### src/rtl/vga_timing_pkg.sv
// Shared 640x480@60 timing constants and the coordinate type for the VGA pixel interface.
`timescale 1ns/1ps
package vga_timing_pkg;

    typedef logic [9:0] coord_t;

    localparam int H_VISIBLE_DEF = 640;
    localparam int H_FP_DEF      = 16;
    localparam int H_SYNC_DEF    = 96;
    localparam int H_BP_DEF      = 48;
    localparam int V_VISIBLE_DEF = 480;
    localparam int V_FP_DEF      = 10;
    localparam int V_SYNC_DEF    = 2;
    localparam int V_BP_DEF      = 33;

    localparam int H_TOTAL  = H_VISIBLE_DEF + H_FP_DEF + H_SYNC_DEF + H_BP_DEF;
    localparam int V_TOTAL  = V_VISIBLE_DEF + V_FP_DEF + V_SYNC_DEF + V_BP_DEF;
    localparam int HS_START = H_VISIBLE_DEF + H_FP_DEF;
    localparam int HS_END   = HS_START + H_SYNC_DEF - 1;
    localparam int VS_START = V_VISIBLE_DEF + V_FP_DEF;
    localparam int VS_END   = VS_START + V_SYNC_DEF - 1;

    // Idle value of the {hs, vs, blank} bundle: syncs deasserted, display disabled.
    localparam logic [2:0] SYNC_IDLE = 3'b110;

endpackage

### src/rtl/vga_timing_gen_sync_delay_line.sv
// Fixed-depth shift register for the sync/blank bundle; DEPTH=0 degenerates to a wire.
`timescale 1ns/1ps
module sync_delay_line #(
    parameter int                 WIDTH     = 3,
    parameter int                 DEPTH     = 2,
    parameter logic [WIDTH-1:0]   RESET_VAL = '0
) (
    input  logic             clk,
    input  logic             reset_n,
    input  logic [WIDTH-1:0] din,
    output logic [WIDTH-1:0] dout
);

    if (DEPTH == 0) begin : g_bypass
        wire unused_ok = &{1'b0, clk, reset_n};
        assign dout = din;
    end else begin : g_pipe
        logic [WIDTH-1:0] pipe [DEPTH];

        always_ff @(posedge clk or negedge reset_n) begin
            if (!reset_n) begin
                for (int i = 0; i < DEPTH; i++) pipe[i] <= RESET_VAL;
            end else begin
                pipe[0] <= din;
                for (int i = 1; i < DEPTH; i++) pipe[i] <= pipe[i-1];
            end
        end

        assign dout = pipe[DEPTH-1];
    end

endmodule

### src/rtl/vga_timing_gen.sv
// VGA raster timing source: DrawX/DrawY, blank, active-low syncs, delayed syncs and frame pulse.
// Optional frame counter enabled by defining VGA_FRAME_CNT_EN.
`timescale 1ns/1ps
module vga_timing_gen
    import vga_timing_pkg::*;
#(
    parameter int H_VISIBLE   = H_VISIBLE_DEF,
    parameter int H_FP        = H_FP_DEF,
    parameter int H_SYNC      = H_SYNC_DEF,
    parameter int H_BP        = H_BP_DEF,
    parameter int V_VISIBLE   = V_VISIBLE_DEF,
    parameter int V_FP        = V_FP_DEF,
    parameter int V_SYNC      = V_SYNC_DEF,
    parameter int V_BP        = V_BP_DEF,
    parameter int PIPE_DLY    = 2,
    parameter int FRAME_CNT_W = 8
) (
    input  logic                   vga_clk,
    input  logic                   reset_n,
    output coord_t                 DrawX,
    output coord_t                 DrawY,
    output logic                   blank,
    output logic                   hs,
    output logic                   vs,
    output logic                   hs_d,
    output logic                   vs_d,
    output logic                   blank_d,
    output logic                   frame_start,
    output logic [FRAME_CNT_W-1:0] frame_cnt
);

    localparam coord_t X_LAST = coord_t'(H_VISIBLE + H_FP + H_SYNC + H_BP - 1);
    localparam coord_t Y_LAST = coord_t'(V_VISIBLE + V_FP + V_SYNC + V_BP - 1);
    localparam coord_t X_VIS  = coord_t'(H_VISIBLE);
    localparam coord_t Y_VIS  = coord_t'(V_VISIBLE);
    localparam coord_t HS_S   = coord_t'(H_VISIBLE + H_FP);
    localparam coord_t HS_E   = coord_t'(H_VISIBLE + H_FP + H_SYNC - 1);
    localparam coord_t VS_S   = coord_t'(V_VISIBLE + V_FP);
    localparam coord_t VS_E   = coord_t'(V_VISIBLE + V_FP + V_SYNC - 1);

    coord_t x_nxt;
    coord_t y_nxt;

    always_comb begin
        x_nxt = DrawX + coord_t'(1);
        y_nxt = DrawY;
        if (DrawX == X_LAST) begin
            x_nxt = '0;
            y_nxt = (DrawY == Y_LAST) ? coord_t'(0) : DrawY + coord_t'(1);
        end
    end

    // Flags decode the next position so they line up with the counters they describe.
    always_ff @(posedge vga_clk or negedge reset_n) begin
        if (!reset_n) begin
            DrawX       <= '0;
            DrawY       <= '0;
            blank       <= 1'b0;
            hs          <= 1'b1;
            vs          <= 1'b1;
            frame_start <= 1'b0;
        end else begin
            DrawX       <= x_nxt;
            DrawY       <= y_nxt;
            blank       <= (x_nxt < X_VIS) && (y_nxt < Y_VIS);
            hs          <= !((x_nxt >= HS_S) && (x_nxt <= HS_E));
            vs          <= !((y_nxt >= VS_S) && (y_nxt <= VS_E));
            frame_start <= (x_nxt == '0) && (y_nxt == '0);
        end
    end

    sync_delay_line #(
        .WIDTH     (3),
        .DEPTH     (PIPE_DLY),
        .RESET_VAL (SYNC_IDLE)
    ) u_sync_dly (
        .clk     (vga_clk),
        .reset_n (reset_n),
        .din     ({hs, vs, blank}),
        .dout    ({hs_d, vs_d, blank_d})
    );

`ifdef VGA_FRAME_CNT_EN
    always_ff @(posedge vga_clk or negedge reset_n) begin
        if (!reset_n)
            frame_cnt <= '0;
        else if (frame_start)
            frame_cnt <= frame_cnt + FRAME_CNT_W'(1);
    end
`else
    assign frame_cnt = '0;
`endif

endmodule
### config.mk
export PLATFORM = sky130hd
export DESIGN_NAME = vga_timing_gen
export DESIGN_NICKNAME = d
export VERILOG_FILES = /design/src/rtl/vga_timing_pkg.sv /design/src/rtl/vga_timing_gen_sync_delay_line.sv /design/src/rtl/vga_timing_gen.sv
export SDC_FILE = /design/constraint.sdc
export NUM_CORES = 1
export LEC_CHECK = 0
export CAP_MARGIN = 30
export CELL_PAD_IN_SITES_DETAIL_PLACEMENT = 1
export CELL_PAD_IN_SITES_GLOBAL_PLACEMENT = 2
export CORE_MARGIN = 10
export CORE_UTILIZATION = 33
export CTS_BUF_LIST = sky130_fd_sc_hd__clkbuf_8 sky130_fd_sc_hd__clkbuf_16
export CTS_CLUSTER_DIAMETER = 200
export DETAILED_ROUTE_END_ITERATION = 12
export HOLD_SLACK_MARGIN = 0.1
export PLACE_DENSITY = 0.92
export SLEW_MARGIN = 5
export SYNTH_ARGS = -nofsm -noshare
export SYNTH_HDL_FRONTEND = slang
export SYNTH_SLANG_ARGS = --single-unit
### constraint.sdc
create_clock -name vga_clk -period 5.1 [get_ports vga_clk]
set_clock_uncertainty 0.15 [all_clocks]
set_input_delay 0.51 -clock vga_clk [delete_from_list [all_inputs] [get_ports vga_clk]]
set_output_delay 0.51 -clock vga_clk [all_outputs]
set_load 0.02 [all_outputs]
==> metrics.log, run 1 <==
[metrics] outcome: completed
[metrics] setup TNS: 0 ns
[metrics] endpoint class of the critical path: register
[metrics] total power consumption of the routed design: 0.4511 mW
[metrics] floorplan die height: 91.57 µm
[metrics] final period demand of the worst path: 2.962 ns
[metrics] post-detailed-routing wire length: 4209 µm
[metrics] Power per Cell Area: 219.4 mW/mm²
[metrics] CP Max Fanout: 13
[metrics] initial antenna violation count: 0
[metrics] maximum single-stage delay on the critical path: 0.81 ns
[metrics] cell types with the largest area share after synthesis: dfrtp_1 (36%), dfstp_2 (9.3%), xnor2_1 (5.2%)
[metrics] width of the die: 91.57 µm
[metrics] required time worst endpoint: 5.18 ns
[metrics] violation count after the first detailed-routing iteration: 51
[metrics] dominant cell by count in the synthesized netlist: dfrtp_1
[metrics] vias after detailed routing: 1292
[metrics] weighted congestion reported at the end of routability-driven placement: 0.7944
[metrics] static leakage power: 0.7984 nW
[metrics] final hold violation count: 0
[metrics] number of antenna-violating nets in the routed design: 0
[metrics] synthesis-stage register bit count: 30
[metrics] final number of max-transition violations: 0
[metrics] TritonCTS clock tree: done
[metrics] number of global-route vias before repair: 1383
[metrics] starting density of the core: 34.86%
[metrics] combinational fraction of design power: 2.5%
[metrics] sequential cell area fraction in the yosys report: 44.86%
[metrics] achievable clock frequency: 0.3376 GHz
[metrics] final setup vio count: 0
[metrics] average footprint of a synthesized cell: 10.18 µm²
[metrics] fraction of final layout cells with drive strength greater than 1: 12.82%
[metrics] chain of cells forming the critical path: ha_1, nand4_1, nor3_2, o21ai_0, a22o_1, nor4_1, and4_1
[metrics] length of routed met2 wiring: 1981 µm
[metrics] async set-or-reset flop fraction in the synthesized netlist: 100.0%
[metrics] worst slack after detailed placement: 2.168 ns
[metrics] finished layout cell area: 0.002056 mm²
[metrics] clock latency at the later pin of the worst-skew pair: 0.28 ns
[metrics] met1 layer wirelength in the final routing: 1921 µm
[metrics] DIE AREA: 0.008385 mm²
[metrics] antenna diode count: 0
[metrics] cts bufs inserted: 5
[metrics] average via count per standard cell: 4.931
[metrics] post-route worst setup slack: 2.138 ns
[metrics] Rel. slew slack: 37.58%
[metrics] Synth area leader: dfrtp_1
[metrics] Unique masters post-synth: 50
[metrics] CP Launch Type: register
[metrics] detailed-route wire length per cell: 16.06 µm
[metrics] netlist area before placement: 0.001690 mm²
[metrics] transition time at the pin with the least slew margin: 0.9312 ns
[metrics] clock input transition at the sequential cells of the worst setup and hold paths: 0.07 ns
[metrics] library cell used as clock root buffer: clkbuf_8
[metrics] total I/O pin count: 37
[metrics] combined global-route utilization of all metal layers: 10.32%
[metrics] EDFF count, synth: 0
[metrics] total of max-cap violations: 0
[metrics] fraction of synthesized cell area taken by the top area cell type: 35.53%
[metrics] fraction of power consumed by the clock network: 44.7%
[metrics] Hold Path Class: reg -> reg
[metrics] Crit path arrival time: 3.04 ns
[metrics] highest metal used: met4
[metrics] hold buffer count at CTS: 0
[metrics] grt total ovfl: 0
[metrics] cell with the biggest individual delay on the critical path: nor3_2
[metrics] half-perimeter wire length after placement: 3150 µm
[metrics] filler cell count in the final layout: 564
[metrics] setup bufs post-CTS: 0
[metrics] sequential power share: 52.8%
[metrics] cell class contributing the biggest share of worst-path delay: simple AND/OR/NAND/NOR gates
[metrics] placeable core area: 0.004848 mm²
[metrics] switching power of the nets: 0.1034 mW
[metrics] count of unresolved DRC violations after routing: 0
[metrics] # resized after CTS: 0
[metrics] routed wl met3: 256 µm
[metrics] placed cell area: 0.001961 mm²
[metrics] total number of nets in the final design: 200
[metrics] final period utilization: 58.08%
[metrics] number of synthesis warnings: 0
[metrics] number of cells produced by synthesis: 166
[metrics] RSZ-0062 raised after global routing: false
[metrics] Int Pwr: 0.3476 mW
[metrics] count of H-tree levels built during CTS: 2
[metrics] buffers added on ports: 28
[metrics] category of the critical setup timing path: reg -> reg
[metrics] worst-case clock buffer depth: 2
[metrics] number of clock sinks: 30
[metrics] commonest register cell after synthesis: dfrtp_1
[metrics] maximum number of pins on one net before global-route repair: 31
[metrics] number of buffers and inverters on the critical path: 0
[metrics] number of core rows: 25
[metrics] share of total power consumed by net switching: 22.93%
[metrics] first-pass GRT wire length: 7100 µm
[metrics] area growth from synthesis to final layout: 21.61%
[metrics] Peak supply drop: 104.9 µV
[metrics] Synth top cells by count: dfrtp_1 (24), nand2_1 (17), nand3_1 (10), xnor2_1 (10)
[metrics] First-pass DRT Iterations: 4
-- worst paths after layout --
| path | slack [ns] | cells past startpoint | endpoint | from |
|---|---|---|---|---|
| setup reg to reg | 2.14 | 7 | frame_start | DrawX[0] |
| min in group asynchronous | 0.47 | 2 | frame_start | reset_n |
| hold / removal | 0.21 | 0 | u_sync_dly.dout[0] | u_sync_dly.g_pipe.pipe[3] |
| setup / recovery | 2.14 | 7 | frame_start | DrawX[0] |
| hold reg to reg | 0.21 | 0 | u_sync_dly.dout[0] | u_sync_dly.g_pipe.pipe[3] |
| max in group asynchronous | 4.01 | 2 | u_sync_dly.dout[2] | reset_n |
-- sequential cells by signal, summed over array words and instances (netlist names) --
signal and flops:
u_sync_dly.g_pipe.pipe 3, DrawY 10, hs 1, DrawX 10
frame_start 1, vs 1, blank 1, u_sync_dly.dout 3
-- per-layer routing --
metal / vias to the layer above / global-route usage [%]
met3: 5 / 4.115
met1: 629 / 12.22
met2: 31 / 16.71
met5: - / 0
met4: 0 / 3.133
li1: 627 / -
-- power by group through the flow --
stage,registers [mW],clock network [mW],logic [mW]
6_report,0.238,0.202,0.0112
5_1_grt,0.238,0.221,0.0128
4_1_cts,0.238,0.210,0.0114
3_5_place_dp,0.242,0,0.0114
3_3_place_gp,0.242,0,0.0112
2_1_floorplan,0.242,0,0.00981
-- stage by stage --
step,hold WS (ns),cells,util [%]
after floorplan,0.06441,173,-
after detailed placement,0.1894,254,40.44
after global placement,0.1834,254,40.44
final,0.2053,262,42.40
after CTS,0.2054,262,42.40
after global routing,0.2099,262,42.40
-- cells by family after synthesis --
kind of cell / share of synthesized area (%)
adder cells (fa/ha/maj): 2.961
multiplexers: 2.072
AND/OR/NAND/NOR: 23.02
other: 0.2218
flip-flops: 44.86
AO/OA/AOI/OAI: 9.992
XOR/XNOR: 7.772
buffers and inverters: 9.104
-- cells in the final DEF, fill, tap and decap left out, drive strengths merged, types with 2 or more instances in the layout --
| master | Yosys | routed |
|---|---|---|
| nor4 | 4 | 4 |
| nand2 | 17 | 17 |
| dfstp | 6 | 6 |
| and4 | 3 | 3 |
| a21boi | 2 | 2 |
| a31oi | 2 | 2 |
| o31ai | 2 | 2 |
| a21oi | 2 | 2 |
| clkbuf | 3 | 6 |
| o21ai | 10 | 10 |
| xor2 | 5 | 5 |
| nand3 | 11 | 11 |
| dfrtp | 24 | 24 |
| nor2 | 8 | 8 |
| inv | 7 | 7 |
| or3 | 4 | 4 |
| ha | 4 | 4 |
| xnor2 | 10 | 10 |
| conb | 1 | 8 |
| nand4 | 5 | 5 |
| mux2i | 2 | 2 |
| nor3 | 5 | 5 |
| clkdlybuf4s50 | 0 | 28 |
-- cell type report --
type,instances,area [µm²],area share (%)
Clock buffer,6,82.58,4.017
Inverter,7,26.28,1.278
Sequential cell,30,758.2,36.88
Tap cell,67,83.83,4.078
Clock inverter,2,12.51,0.6086
Multi-Input combinational cell,121,804.5,39.14
Timing Repair Buffer,29,287.8,14.00
Power figures use the tool's default switching activity.
==> run 2, diff against run 1 <==
CORE_UTILIZATION = 31   (was 33)
PLACE_DENSITY = 0.88   (was 0.92)
clock period = 3 ns   (was 5.1 ns; I/O delays follow)
==> metrics.log, run 2 (same netlist as run 1, synthesis figures left out) <==
[metrics] total power consumption of the routed design: 0.9359 mW
[metrics] area growth from synthesis to final layout: 25.98%
[metrics] First-pass DRT Iterations: 4
[metrics] floorplan die height: 93.85 µm
[metrics] Hold Path Class: reg -> reg
[metrics] post-route worst setup slack: 0.3355 ns
[metrics] average via count per standard cell: 4.925
[metrics] number of global-route vias before repair: 1388
[metrics] final period demand of the worst path: 2.664 ns
[metrics] worst-case clock buffer depth: 2
[metrics] DIE AREA: 0.008807 mm²
[metrics] violation count after the first detailed-routing iteration: 30
[metrics] finished layout cell area: 0.002130 mm²
[metrics] count of unresolved DRC violations after routing: 0
[metrics] CP Launch Type: register
[metrics] setup bufs post-CTS: 0
[metrics] clock input transition at the sequential cells of the worst setup and hold paths: 0.07 ns
[metrics] final std cells w/o fill: 268
[metrics] combinational fraction of design power: 2.0%
[metrics] RSZ-0062 raised after global routing: false
[metrics] cts bufs inserted: 5
[metrics] starting density of the core: 32.48%
[metrics] number of placed instances, taps included: 260
[metrics] fraction of power consumed by the clock network: 54.7%
[metrics] maximum number of pins on one net before global-route repair: 31
[metrics] category of the critical setup timing path: reg -> reg
[metrics] final period utilization: 88.82%
[metrics] weighted congestion reported at the end of routability-driven placement: 0.8230
[metrics] hold buffer count at CTS: 0
[metrics] clock latency at the later pin of the worst-skew pair: 0.28 ns
[metrics] final setup vio count: 0
[metrics] detailed-route wire length per cell: 15.96 µm
[metrics] width of the die: 93.85 µm
[metrics] initial antenna violation count: 0
[metrics] switching power of the nets: 0.1748 mW
[metrics] final hold slack: 0.2038 ns
[metrics] final hold violation count: 0
[metrics] library cell used as clock root buffer: clkbuf_8
[metrics] required time worst endpoint: 3.07 ns
[metrics] achievable clock frequency: 0.3753 GHz
[metrics] total I/O pin count: 37
[metrics] worst slack after detailed placement: 0.3352 ns
[metrics] number of antenna-violating nets in the routed design: 0
[metrics] total of max-cap violations: 0
[metrics] total number of nets in the final design: 203
[metrics] Crit path arrival time: 2.74 ns
[metrics] count of H-tree levels built during CTS: 2
[metrics] filler cell count in the final layout: 598
[metrics] post-detailed-routing wire length: 4278 µm
[metrics] Int Pwr: 0.7611 mW
[metrics] share of total power consumed by net switching: 18.68%
[metrics] half-perimeter wire length after placement: 3229 µm
[metrics] sequential power share: 43.3%
[metrics] setup TNS: 0 ns
[metrics] endpoint class of the critical path: register
[metrics] final standard cell utilization of the core: 40.91%
[metrics] most common cell after layout, fill and taps aside: clkdlybuf4s50_1
[metrics] TritonCTS clock tree: done
[metrics] first-pass GRT wire length: 7224 µm
[metrics] Peak supply drop: 214.0 µV
[metrics] placed cell area: 0.001987 mm²
[metrics] antenna diode count: 0
[metrics] final number of max-transition violations: 0
[metrics] largest registers: DrawX: 10 flops, DrawY: 10 flops
[metrics] number of core rows: 26
[metrics] placeable core area: 0.005205 mm²
[metrics] outcome: completed
[metrics] Power per Cell Area: 439.5 mW/mm²
[metrics] # resized after CTS: 0
[metrics] combined global-route utilization of all metal layers: 10.17%
[metrics] grt total ovfl: 0
[metrics] commonest cells after routing, fill and taps aside: clkdlybuf4s50_1 (28), dfrtp_1 (24), nand2_1 (17)
[metrics] static leakage power: 0.8376 nW
[metrics] CP Max Fanout: 10
[metrics] fraction of final layout cells with drive strength greater than 1: 14.14%
[metrics] number of clock sinks: 30
[metrics] buffers added on ports: 28
[metrics] vias after detailed routing: 1320
-- run 2: cell types whose count changed in the layout (fill, tap and decap cells not counted) --
cell	change
clkinv_2	-1
clkinvlp_4	-1
bufinv_16	+2
buf_4	+3
-- run 2: area by class of cell --
type | instances | area, µm² | area share [%]
Timing Repair Buffer | 32 | 310.3 | 14.57
Tap cell | 70 | 87.58 | 4.113
Multi-Input combinational cell | 121 | 804.5 | 37.78
Clock inverter | 2 | 60.06 | 2.820
Inverter | 7 | 26.28 | 1.234
Sequential cell | 30 | 758.2 | 35.61
Clock buffer | 6 | 82.58 | 3.878
-- run 2: final timing paths --
check	start	endpoint	slack [ns]	cells after the start
setup / recovery	DrawX[0]	frame_start	0.34	7
hold / removal	u_sync_dly.g_pipe.pipe[3]	u_sync_dly.dout[0]	0.20	0
setup reg to reg	DrawX[0]	frame_start	0.34	7
hold reg to reg	u_sync_dly.g_pipe.pipe[3]	u_sync_dly.dout[0]	0.20	0
max in group asynchronous	reset_n	vs	2.12	2
min in group asynchronous	reset_n	DrawY[4]	0.26	2
-- run 2: layer usage --
metal | track usage (%) | wire (µm)
met4 | 4.430 | 83
met2 | 15.84 | 1978
met1 | 12.62 | 1963
met3 | 3.118 | 252
met5 | 0 | 0
-- run 2: critical path, cell delays in order, from the launching register on --
cell and delay, ns:
dfrtp_1 0.44, ha_1 0.31, and4_1 0.40, nand3_4 0.19, or3_4 0.45, mux2_4 0.30
o32ai_1 0.14, and4_1 0.22
-- run 2: power groups by stage --
stage	clock, mW	sequential (mW)	combinational, mW
floorplan	0	0.412	0.0167
detailed placement	0	0.412	0.0192
global placement	0	0.412	0.0189
finish	0.512	0.405	0.0189
global route	0.545	0.404	0.0216
CTS	0.525	0.405	0.0192
